===== config.mk =====
export PLATFORM = sky130hd
export DESIGN_NAME = lfsr_gen
export DESIGN_NICKNAME = d
export VERILOG_FILES = /design/src/rtl/lfsr_gen.sv
export SDC_FILE = /design/constraint.sdc
export NUM_CORES = 1
export LEC_CHECK = 0
export BUFFER_PORTS_ARGS = -buffer_cell sky130_fd_sc_hd__buf_2
export CAP_MARGIN = 20
export CORE_UTILIZATION = 33
export DETAILED_ROUTE_END_ITERATION = 6
export GPL_ROUTABILITY_DRIVEN = 0
export PLACE_DENSITY_LB_ADDON = 0.2
export REMOVE_ABC_BUFFERS = 1
export SLEW_MARGIN = 25
export SYNTH_ARGS = -nofsm -noshare
export SYNTH_HDL_FRONTEND = slang
export SYNTH_SLANG_ARGS = --single-unit
export TNS_END_PERCENT = 30

===== constraint.sdc =====
create_clock -name CLK -period 2.85 [get_ports CLK]
set_input_delay 0.7125 -clock CLK [delete_from_list [all_inputs] [get_ports CLK]]
set_output_delay 0.7125 -clock CLK [all_outputs]
set_load 0.01 [all_outputs]

===== src/rtl/lfsr_gen.sv =====
// lfsr_gen: parametrised Galois LFSR with seed load, all-zero lockup recovery
// and an LSB-first word packer using valid/ready backpressure.
// Optional feature macro: LFSR_PERIOD_CNT_EN adds a saturating step counter
// and the PERIOD_LEN output, which reports the measured period.
module lfsr_gen #(
  parameter int unsigned          WIDTH     = 8,
  parameter logic [WIDTH-1:0]     POLY      = 8'h95,
  parameter logic [WIDTH-1:0]     SEED      = 8'h06,
  parameter int unsigned          WORD_BITS = 8
) (
  input  logic                  CLK,
  input  logic                  RESET,
  input  logic                  LFSR_EN,
  input  logic                  LOAD,
  input  logic [WIDTH-1:0]      LOAD_VAL,
  input  logic                  OUT_READY,
  output logic [WIDTH-1:0]      LFSR_STATE,
  output logic                  LFSR_BIT,
  output logic                  LFSR_PERIOD,
  output logic                  LOCKUP,
`ifdef LFSR_PERIOD_CNT_EN
  output logic [WIDTH-1:0]      PERIOD_LEN,
`endif
  output logic [WORD_BITS-1:0]  OUT_WORD,
  output logic                  OUT_VALID
);

  localparam int unsigned CW = (WORD_BITS > 1) ? $clog2(WORD_BITS) : 1;

  logic [WIDTH-1:0]     state_q, state_d;
  logic [CW-1:0]        cnt_q;
  logic [WORD_BITS-1:0] acc_q, acc_shift;
  logic [WORD_BITS-1:0] word_q;
  logic                 valid_q, lockup_q;
  logic                 zero, last, stall, step, recover;

  // Galois step: shift right, fold the dropped bit back through the tap mask
  always_comb begin
    state_d = (state_q >> 1) ^ (POLY & {WIDTH{state_q[0]}});
  end

  // Oldest bit ends up in the LSB once the word is complete
  if (WORD_BITS > 1) begin : g_shift
    assign acc_shift = {state_q[0], acc_q[WORD_BITS-1:1]};
  end else begin : g_shift1
    assign acc_shift = state_q[0];
  end

  // acc_q[0] is always shifted out before a word completes
  logic unused_acc0;
  assign unused_acc0 = acc_q[0];

  assign zero    = (state_q == '0);
  assign last    = (cnt_q == CW'(WORD_BITS - 1));
  assign stall   = valid_q & ~OUT_READY & last;
  assign step    = LFSR_EN & ~LOAD & ~stall & ~zero;
  assign recover = LFSR_EN & ~LOAD & zero;

  // State register, packer count and accumulator
  always_ff @(posedge CLK or negedge RESET) begin
    if (!RESET) begin
      state_q <= SEED;
      cnt_q   <= '0;
      acc_q   <= '0;
    end else if (LOAD) begin
      state_q <= LOAD_VAL;
      cnt_q   <= '0;
      acc_q   <= '0;
    end else if (recover) begin
      state_q <= SEED;
    end else if (step) begin
      state_q <= state_d;
      acc_q   <= acc_shift;
      cnt_q   <= last ? '0 : cnt_q + CW'(1);
    end
  end

  // Output word/valid: transfer clears valid unless a new word lands the same cycle
  always_ff @(posedge CLK or negedge RESET) begin
    if (!RESET) begin
      word_q  <= '0;
      valid_q <= 1'b0;
    end else if (step && last) begin
      word_q  <= acc_shift;
      valid_q <= 1'b1;
    end else if (valid_q && OUT_READY) begin
      valid_q <= 1'b0;
    end
  end

  // One-cycle pulse flagging recovery from the all-zero state
  always_ff @(posedge CLK or negedge RESET) begin
    if (!RESET) lockup_q <= 1'b0;
    else        lockup_q <= recover;
  end

`ifdef LFSR_PERIOD_CNT_EN
  logic [WIDTH-1:0] pcnt_q, plen_q, pcnt_inc;

  assign pcnt_inc = (pcnt_q == '1) ? pcnt_q : pcnt_q + WIDTH'(1);

  // Steps since the last all-ones state; latched into PERIOD_LEN when it recurs
  always_ff @(posedge CLK or negedge RESET) begin
    if (!RESET) begin
      pcnt_q <= '0;
      plen_q <= '0;
    end else if (LOAD || recover) begin
      pcnt_q <= '0;
    end else if (step) begin
      if (LFSR_PERIOD) begin
        plen_q <= pcnt_inc;
        pcnt_q <= '0;
      end else begin
        pcnt_q <= pcnt_inc;
      end
    end
  end

  assign PERIOD_LEN = plen_q;
`endif

  assign LFSR_STATE  = state_q;
  assign LFSR_BIT    = state_q[0];
  assign LFSR_PERIOD = (state_q == '1);
  assign LOCKUP      = lockup_q;
  assign OUT_WORD    = word_q;
  assign OUT_VALID   = valid_q;

endmodule


# After elaboration in Yosys (flattened, before gate mapping)
# Index checks and enable logic that the tools add are counted.
# word_totals
inputBits,13
output_inout_bits,20
wordCells,40
regBits,29
# op_classes
n_mux,12
add_sub_neg,1
reduce_logical,7
bitwise,11
eq_ne,3
# ops
op,n
8-bit 2-to-1 mux,6
3-bit 2-to-1 mux,4
8-bit equality test (second input constant),1
8-bit logical NOT,1
7-bit by 8-bit bitwise XOR with 8-bit output,1
1-bit bitwise AND,6
1-bit NOT,4
2-bit nonzero test,2
3-bit by 1-bit adder with 3-bit output (second input constant),1
3-bit equality test (second input constant),1
3-bit nonzero test,1
1-bit logical AND,2
1-bit 2-to-1 mux,2
2-bit != test (second input constant),1
2-bit AND reduction,1

# Logic depth before layout (Yosys ltp)
# Gate-level depths: netlist (run 1).
# logic_depth
depth_word,9
depth_mapped,8
ltp_nobuf,6

# Worst setup path after synthesis (run 1)
# No wires, ideal clock.
# synth_timing
kind,register to register
from,"register state_q[0], in the netlist LFSR_STATE[0]"
to,"register word_q[0], in the netlist OUT_WORD[0]"
synth_period_minus_slack_ns,2.218
arrival_ns,2.093
required_time_ns,2.725
n_path_buf,0
slack_ns,0.632
path_stages_with_launch,7
path_cell_list,dfrtp_1 inv_1 ha_1 or4b_4 or4_4 nand3_4 mux2_2
# synth_between
elab_chain_len,4
# synth_lines
item,line_no,text
start: declaration,30,"logic [WIDTH-1:0] state_q, state_d;"
start signal: assignment,72,state_q <= state_d;
8-bit logical NOT,53,assign zero = (state_q == '0);
1-bit NOT,56,assign step = LFSR_EN & ~LOAD & ~stall & ~zero;
1-bit bitwise AND,56,
1-bit logical AND,83,end else if (step && last) begin
end signal: assignment,84,word_q <= acc_shift;
end: declaration,33,logic [WORD_BITS-1:0] word_q;
# Every way passes these cells.
# A chain may end at the register's enable or synchronous reset.

# Worst setup path after layout (run 1)
# layout_timing
from,"register state_q[0], in the netlist LFSR_STATE[0]"
to,"register word_q[7], in the netlist OUT_WORD[7]"
# layout_between
elab_chain_len,4
# layout_lines
item,line_no
8-bit logical NOT,53
1-bit NOT,56
1-bit bitwise AND,56
1-bit logical AND,83
# Parallel ways exist; a longest one is shown, timed or not.

==> results of run 1 <==
## logic make-up after synthesis
| family | Yosys count | synth area share |
|---|---|---|
| and+or+nand+nor | 37 | 0.170 |
| xor gates and xnor gates | 2 | 0.0130 |
| buffers and inverters | 12 | 0.0390 |
| DFF | 28 | 0.521 |
| adders and majority gates | 4 | 0.0371 |
| AOI/OAI and AO/OA | 36 | 0.153 |
| muxes | 8 | 0.0668 |
## worst reg2reg max path: cells and delay by family (launching register included)
| family | cells | cell delay [ps] |
|---|---|---|
| and+or+nand+nor | 3 | 1220 |
| DFF | 1 | 480 |
| muxes | 1 | 350 |
| adders and majority gates | 1 | 140 |
| buffers and inverters | 1 | 130 |
## placed cells by master (no fill, tap or decap), drive strengths merged
master,count
buf,35
dfrtp,26
nand3,18
a21oi,14
o21ai,13
nand2,8
mux2,8
inv,4
a22oi,4
ha,4
clkbuf,3
dfstp,2
and2,2
xor2,2
a2bb2oi,2
o211ai,2
or4,2
nor2b,1
or4b,1
nor4,1
nand4,1
nor2,1
nand3b,1
or2,1
o22a,1
bufinv,1
## final cells by class
type,instances,share of cell area
clock inverters,1,0.0185
clock buffers,3,0.0254
flip-flops and latches,28,0.433
well taps,48,0.0370
multi-input cells,87,0.365
inverters,4,0.00924
repair buffers,35,0.112
## metal layers
| layer | routed length (µm) | vias up | GRT usage |
|---|---|---|---|
| li1 | - | 519 | - |
| met1 | 1400 | 549 | 0.214 |
| met4 | 41 | 0 | 0.0665 |
| met3 | 129 | 4 | 0.0224 |
| met2 | 1470 | 25 | 0.253 |
| met5 | 0 | - | 0 |
## registers in the layout, indices dropped and copies added, names as in the netlist
name        flops
LFSR_STATE      8
cnt_q           3
OUT_VALID       1
acc_q           7
LOCKUP          1
OUT_WORD        8
## power by group through the flow
stage	Combinational (mW)	Sequential, mW	Clock (mW)
2_1_floorplan	0.0431	0.452	0
3_3_place_gp	0.0981	0.450	0
3_5_place_dp	0.0994	0.451	0
4_1_cts	0.0997	0.443	0.326
5_1_grt	0.111	0.447	0.342
6_report	0.0979	0.443	0.317
## worst min path at each step
stage	from	end	slack, ps	cells after the start
after global placement	OUT_WORD[1]$_DFFE_PN0P_	OUT_WORD[1]$_DFFE_PN0P_	480	1
after detailed placement	OUT_WORD[4]$_DFFE_PN0P_	OUT_WORD[4]$_DFFE_PN0P_	490	1
final	RESET	cnt_q[1]$_DFFE_PN0P_	430	1
after global routing	RESET	acc_q[1]$_DFFE_PN0P_	490	1
after CTS	RESET	acc_q[1]$_DFFE_PN0P_	470	1
after floorplan	RESET	LFSR_STATE[0]$_DFFE_PN0P_	420	0
## stage by stage
| stage | utilization | cell area, µm² | hold slack [ps] |
|---|---|---|---|
| floorplan | - | 1310 | 417 |
| global route | 0.428 | 1630 | 487 |
| detailed placement | 0.409 | 1550 | 493 |
| finish | 0.428 | 1630 | 434 |
| global placement | 0.409 | 1550 | 484 |
| CTS | 0.428 | 1630 | 466 |
==> flow_summary.json, run 1 <==
{
  "synth_largest_area_cell": "dfrtp_1",
  "final_setup_tns_ps": 0,
  "dieWidth_um": 65.9,
  "post_cts_buffers": 0,
  "io_pins": 33,
  "grt_max_degree": 29,
  "yosys-top-cells-area": "dfrtp_1, mux2_2, nand3_1",
  "cp-end-kind": "flop",
  "path_buf_inv": 1,
  "power_switching_uw": 212,
  "seqCellArea_um2": 703,
  "combinationalPowerShare": 0.114,
  "rsz0062_at_grt": "no",
  "final_nets": 176,
  "netSwitchingFraction": 0.247,
  "ys_warn_count": 0,
  "synth.avg_cell_area_um2": 10.6,
  "ys_ff_latch": 28,
  "drt_drc_violations_left": 0,
  "gate_count_of_the_mapped_netlist": 127,
  "power.internal_uw": 646,
  "synth.yosys.seq_area_share": 0.521,
  "worst-slew-pin-transition_ps": 614,
  "post_cts_resized": 0,
  "layout-drive-gt1-share": 0.342,
  "critPathCapture": "OUT_WORD[7]$_DFFE_PN0P_",
  "synth_top_area_frac": 0.482,
  "ys.flop_type": "dfrtp_1",
  "final_non_filler_cell_total": 206,
  "grt_first_pass_wirelength_um": 5250,
  "timing.critical_path.fanout_max": 12,
  "layout-area-overhead-vs-synth_pct": 20.5,
  "clock_path_buffers": 2,
  "design_power_total_uw": 858,
  "min_path_type": "in2async",
  "h-tree-depth": 1,
  "ys_async_sr_fraction": 1.00,
  "core-area_mm2": 0.00380,
  "power.static_leakage_nw": 0.785,
  "power_density_mw_per_mm2": 528,
  "cts_sinks": 28,
  "nFillCells": 405,
  "multi_input_area_um2": 593,
  "netlist_area_mm2": 0.00135,
  "relSlewSlack": 0.590,
  "fmax_ghz": 0.412,
  "synth.cells.most_frequent": "dfrtp_1, nand3_1, a21oi_1, o21ai_0",
  "starting_density": 0.355,
  "timing.critical_path.slowest_cell_delay_ps": 540,
  "clk_pin_slew_ps": 100,
  "antenna_cells": 0,
  "final_ws_setup_ps": 421,
  "post-place-ws_ps": 431,
  "slack_of_the_worst_reg_to_reg_path_ps": 420,
  "outcome": "complete, no violations",
  "rr_worst_depth": 6,
  "vdd_ir_drop_max_mv": 0.279,
  "cts.root.buffer_cell": "clkbuf_8",
  "holdBufCountCts": 0,
  "path_depth": 6,
  "finalWirelength_um": 3040,
  "crit-reg2reg-launch": "LFSR_STATE[0]$_DFFE_PN0P_",
  "timing.critical_path.slowest_stage_cell": "or4_4",
  "startpoint": "LFSR_STATE[0]$_DFFE_PN0P_",
  "synth.distinct_cells": 28,
  "cpLargestDelayFamily": "simple AND/OR/NAND/NOR gates",
  "numPlacedInstances": 202,
  "numCtsBuffers": 3,
  "detail_route.first_pass.iterations": 4,
  "number_of_synthesized_flops_with_an_enable_pin": 0,
  "fin_skew_ps": 6.19,
  "required_ps": 3020,
  "crit_chain": "inv_1 -> ha_1 -> or4b_4 -> or4_4 -> nand3_4 -> mux2_2",
  "seq_power_share": 0.516,
  "port_buffers": 32,
  "layout_worst_path_cycle_share": 0.852,
  "grt_util_all_layers": 0.158,
  "criticalPathCategory": "reg2reg",
  "antenna_found_initial": 0,
  "shortest_clock_period_the_worst_path_allows_after_layout_ps": 2430,
  "globalRouteOverflowTotal": 0,
  "synthMostInstantiatedCell": "dfrtp_1",
  "routed-via-count": 1097,
  "detailedRoute.firstIterationViolations": 53,
  "report.final.slew_viol_count": 0,
  "setup_viol": 0,
  "vias_in_the_first_global_route": 1089,
  "die_height_um": 65.9,
  "setup.worst_path.start_class": "flop",
  "drt_wl_cell_um": 14.7,
  "dpl.hpwl_um": 2120,
  "critical_path.reg2reg.endpoint": "OUT_WORD[7]$_DFFE_PN0P_",
  "maxcap_violations": 0,
  "final_hold_viol_count": 0,
  "ant_nets": 0,
  "worstPathArrival_ps": 2600,
  "worst_skew_pair.late_latency_ps": 280,
  "clockPowerShare": 0.370,
  "tritoncts": "built",
  "placement_rows": 22,
  "die_area_mm2": 0.00435,
  "detail_route.vias_per_cell": 5.33
}
Power figures use the tool's default switching activity.
==> run 2: changes to the inputs <==
Clock period 2.85 ns to 2.5 ns, I/O delays scaled along.
==> flow_summary.json, run 2 (synthesis results as in run 1) <==
{
  "power.internal_uw": 738,
  "clockPowerShare": 0.370,
  "h-tree-depth": 1,
  "vias_in_the_first_global_route": 1005,
  "post_cts_buffers": 0,
  "detail_route.first_pass.iterations": 4,
  "postPlaceCellArea_mm2": 0.00156,
  "clock_path_buffers": 2,
  "holdBufCountCts": 0,
  "final_nets": 177,
  "antenna_cells": 0,
  "finalWirelength_um": 2930,
  "cts.root.buffer_cell": "clkbuf_8",
  "detail_route.vias_per_cell": 5.07,
  "antenna_found_initial": 0,
  "rsz0062_at_grt": "no",
  "grt_util_all_layers": 0.150,
  "layout_common_cells": "buf_2, dfrtp_1, nand3_1, a21oi_1, o21ai_0",
  "fin_skew_ps": 10.1,
  "layout-drive-gt1-share": 0.346,
  "min_path_type": "in2async",
  "critical_path.reg2reg.endpoint": "OUT_WORD[1]$_DFFE_PN0P_",
  "seq_power_share": 0.509,
  "dieWidth_um": 65.9,
  "final_ws_setup_ps": 228,
  "combinationalPowerShare": 0.120,
  "rr_worst_depth": 6,
  "shortest_clock_period_the_worst_path_allows_after_layout_ps": 2270,
  "timing.critical_path.fanout_max": 12,
  "report.final.slew_viol_count": 0,
  "power_density_mw_per_mm2": 602,
  "cts_sinks": 28,
  "die_area_mm2": 0.00435,
  "layout-area-overhead-vs-synth_pct": 21.1,
  "layout_worst_path_cycle_share": 0.909,
  "grt_first_pass_wirelength_um": 5000,
  "drt_drc_violations_left": 0,
  "nFillCells": 374,
  "criticalPathCategory": "reg2reg",
  "fmax_ghz": 0.440,
  "tritoncts": "built",
  "crit-reg2reg-launch": "LFSR_STATE[0]$_DFFE_PN0P_",
  "vdd_ir_drop_max_mv": 0.254,
  "netSwitchingFraction": 0.249,
  "core-area_mm2": 0.00380,
  "worst-slew-pin-transition_ps": 641,
  "worstPathArrival_ps": 2440,
  "stdcell_area_mm2": 0.00163,
  "numCtsBuffers": 3,
  "mostFrequentLayoutCell": "buf_2",
  "post_cts_resized": 0,
  "cp-end-kind": "flop",
  "setup.worst_path.start_class": "flop",
  "io_pins": 33,
  "port_buffers": 32,
  "clk_pin_slew_ps": 100,
  "required_ps": 2670,
  "post-place-ws_ps": 242,
  "power_switching_uw": 245,
  "die_height_um": 65.9,
  "drt_wl_cell_um": 14.2,
  "maxcap_violations": 0,
  "routed-via-count": 1049,
  "final_hold_viol_count": 0,
  "detailedRoute.firstIterationViolations": 17,
  "ant_nets": 0,
  "relSlewSlack": 0.573,
  "worst_skew_pair.late_latency_ps": 280,
  "placement_rows": 22,
  "slack_of_the_worst_reg_to_reg_path_ps": 230,
  "final_setup_tns_ps": 0,
  "grt_max_degree": 29,
  "power.static_leakage_nw": 0.790,
  "dpl.hpwl_um": 2080,
  "starting_density": 0.355,
  "setup_viol": 0,
  "globalRouteOverflowTotal": 0,
  "outcome": "complete, no violations"
}
## run 2: cell count changes in the layout (fill, tap and decap cells not counted)
cell	change
buf_4	+1
## run 2: routing by layer
metal / up-vias / track usage / routed length, µm
met4: 0 / 0.0559 / 48
li1: 522 / - / -
met2: 26 / 0.236 / 1340
met5: - / 0 / 0
met3: 5 / 0.0207 / 108
met1: 496 / 0.208 / 1430
## run 2: how the worst max path moves through the flow
| stage | start | end | slack, ps | depth (start not counted) |
|---|---|---|---|---|
| CTS | LFSR_STATE[0]$_DFFE_PN0P_ | OUT_WORD[1]$_DFFE_PN0P_ | 220 | 6 |
| global placement | LFSR_STATE[0]$_DFFE_PN0P_ | OUT_WORD[6]$_DFFE_PN0P_ | 280 | 6 |
| detailed placement | LFSR_STATE[0]$_DFFE_PN0P_ | OUT_WORD[1]$_DFFE_PN0P_ | 240 | 6 |
| global route | LFSR_STATE[0]$_DFFE_PN0P_ | OUT_WORD[1]$_DFFE_PN0P_ | 150 | 6 |
| floorplan | LFSR_STATE[0]$_DFFE_PN0P_ | OUT_WORD[0]$_DFFE_PN0P_ | 170 | 6 |
| finish | LFSR_STATE[0]$_DFFE_PN0P_ | OUT_WORD[1]$_DFFE_PN0P_ | 230 | 6 |
## run 2: worst max-delay path, cell delays in order (launching register included)
cell	delay [ps]
dfrtp_1	390
inv_1	90
ha_1	130
or4b_4	470
or4_4	530
nand3_4	190
mux2_2	350
## run 2: power by group through the flow
stage | Combinational [mW] | Sequential [mW] | Clock [mW]
global placement | 0.120 | 0.509 | 0
floorplan | 0.0492 | 0.516 | 0
detailed placement | 0.120 | 0.510 | 0
finish | 0.118 | 0.501 | 0.364
CTS | 0.121 | 0.501 | 0.370
global route | 0.132 | 0.504 | 0.383
## run 2: stage by stage
step	std cells	power [mW]	util	hold WS, ps
after floorplan	119	0.565	-	329
after CTS	207	0.991	0.430	383
final	207	0.983	0.430	349
after global placement	203	0.628	0.411	485
after detailed placement	203	0.630	0.411	488
after global routing	207	1.02	0.430	402
## run 2: layout make-up
type | instances | area, µm² | share of cell area
Tap cell | 48 | 60.1 | 0.0368
Inverter | 4 | 15.0 | 0.00920
Clock buffer | 3 | 41.3 | 0.0253
Sequential cell | 28 | 703 | 0.431
Timing Repair Buffer | 36 | 190 | 0.116
Multi-Input combinational cell | 87 | 593 | 0.363
Clock inverter | 1 | 30.0 | 0.0184
==> run 3: changes to the inputs <==
Settings changed: CORE_MARGIN from default to 1.5, CORE_UTILIZATION 33 to 30.
==> flow_summary.json, run 3 (synthesis results as in run 1) <==
{
  "holdBufCountCts": 0,
  "clk_pin_slew_ps": 90,
  "vias_in_the_first_global_route": 1126,
  "met2RoutedLength_um": 1380,
  "relSlewSlack": 0.574,
  "final_setup_tns_ps": 0,
  "fin_skew_ps": 1.71,
  "stdcell_area_mm2": 0.00162,
  "final_non_filler_cell_total": 211,
  "maxUsedRoutingLayer": "met4",
  "die_height_um": 70.1,
  "timing.critical_path.fanout_max": 12,
  "worstPathArrival_ps": 2440,
  "power.internal_uw": 633,
  "rsz0062_at_grt": "no",
  "seq_power_share": 0.583,
  "h-tree-depth": 1,
  "criticalPathCategory": "reg2reg",
  "starting_density": 0.310,
  "numPlacedInstances": 208,
  "outcome": "complete, no violations",
  "power_density_mw_per_mm2": 534,
  "io_pins": 33,
  "combinationalPowerShare": 0.141,
  "dpl.hpwl_um": 2210,
  "tritoncts": "built",
  "finalHoldWorstSlack_ps": 372,
  "post_cts_resized": 0,
  "core-area_mm2": 0.00435,
  "min_path_type": "in2async",
  "detail_route.vias_per_cell": 5.18,
  "cts.root.buffer_cell": "clkbuf_8",
  "clock_path_buffers": 2,
  "ant_nets": 0,
  "shortest_clock_period_the_worst_path_allows_after_layout_ps": 2280,
  "drt_drc_violations_left": 0,
  "layout-area-overhead-vs-synth_pct": 19.8,
  "final_core_util": 0.371,
  "clockPowerShare": 0.276,
  "port_buffers": 32,
  "length_of_routed_wiring_on_met1_um": 1650,
  "antenna_found_initial": 0,
  "fmax_ghz": 0.439,
  "final_ws_setup_ps": 222,
  "maxcap_violations": 0,
  "vdd_ir_drop_max_mv": 0.187,
  "detailedRoute.firstIterationViolations": 60,
  "cp-end-kind": "flop",
  "post-place-ws_ps": 220,
  "grt_util_all_layers": 0.136,
  "post_cts_buffers": 0,
  "routed-via-count": 1092,
  "grt_max_degree": 29,
  "die_area_mm2": 0.00491,
  "grt_first_pass_wirelength_um": 5380,
  "drt_wl_cell_um": 15.1,
  "finalWirelength_um": 3180,
  "setup.worst_path.start_class": "flop",
  "worst-slew-pin-transition_ps": 640,
  "layout_common_cells": "buf_2, dfrtp_1, nand3_1, a21oi_1, o21ai_0",
  "cts_sinks": 28,
  "power.static_leakage_nw": 0.781,
  "globalRouteOverflowTotal": 0,
  "antenna_cells": 0,
  "placement_rows": 24,
  "required_ps": 2660,
  "setup_viol": 0,
  "report.final.slew_viol_count": 0,
  "detail_route.first_pass.iterations": 4,
  "layout_worst_path_cycle_share": 0.911,
  "layout-drive-gt1-share": 0.346,
  "postPlaceCellArea_mm2": 0.00157,
  "numCtsBuffers": 3,
  "final_hold_viol_count": 0,
  "met3_wirelength_um": 133,
  "design_power_total_uw": 863,
  "worst_skew_pair.late_latency_ps": 260,
  "power_switching_uw": 230,
  "netSwitchingFraction": 0.267,
  "mostFrequentLayoutCell": "buf_2",
  "dieWidth_um": 70.1,
  "final_nets": 178
}
[run 3: cell types whose count changed in the layout (fill, tap and decap cells not counted), sizes merged]
cell and delta:
bufinv -1, buf +1
[run 3: layout make-up]
| cell class | instances | area [µm²] |
|---|---|---|
| Tap cell | 52 | 65.1 |
| Timing Repair Buffer | 37 | 198 |
| Fill cell | 438 | 2740 |
| Sequential cell | 28 | 703 |
| Inverter | 4 | 15.0 |
| Clock buffer | 3 | 41.3 |
| Multi-Input combinational cell | 87 | 593 |
[run 3: power groups by stage]
stage | registers [mW] | clock network [mW] | logic, mW
5_1_grt | 0.506 | 0.276 | 0.136
3_3_place_gp | 0.511 | 0 | 0.122
3_5_place_dp | 0.512 | 0 | 0.123
6_report | 0.503 | 0.238 | 0.122
2_1_floorplan | 0.516 | 0 | 0.0492
4_1_cts | 0.504 | 0.248 | 0.123
[run 3: path summary, 6_finish.rpt]
check	startpoint	to	slack (ps)	depth (start not counted)
worst max-delay path	LFSR_STATE[0]$_DFFE_PN0P_	OUT_WORD[6]$_DFFE_PN0P_	220	6
worst min-delay path	RESET	OUT_WORD[4]$_DFFE_PN0P_	370	1
worst max register to register	LFSR_STATE[0]$_DFFE_PN0P_	OUT_WORD[6]$_DFFE_PN0P_	220	6
worst min register to register	OUT_WORD[5]$_DFFE_PN0P_	OUT_WORD[5]$_DFFE_PN0P_	510	1
max in group asynchronous	RESET	cnt_q[0]$_DFFE_PN0P_	1710	1
min in group CLK	OUT_WORD[5]$_DFFE_PN0P_	OUT_WORD[5]$_DFFE_PN0P_	510	1
[run 3: worst max-delay path, cell delays in order, from the launching register on]
cell	delay, ps
dfrtp_1	390
inv_1	90
ha_1	140
or4b_4	480
or4_4	530
nand3_4	190
mux2_2	350
[run 3: routing by layer]
metal | vias up | global-route usage
met5 | - | 0
met4 | 0 | 0.0385
met3 | 2 | 0.0231
met2 | 36 | 0.215
met1 | 530 | 0.193
li1 | 524 | -
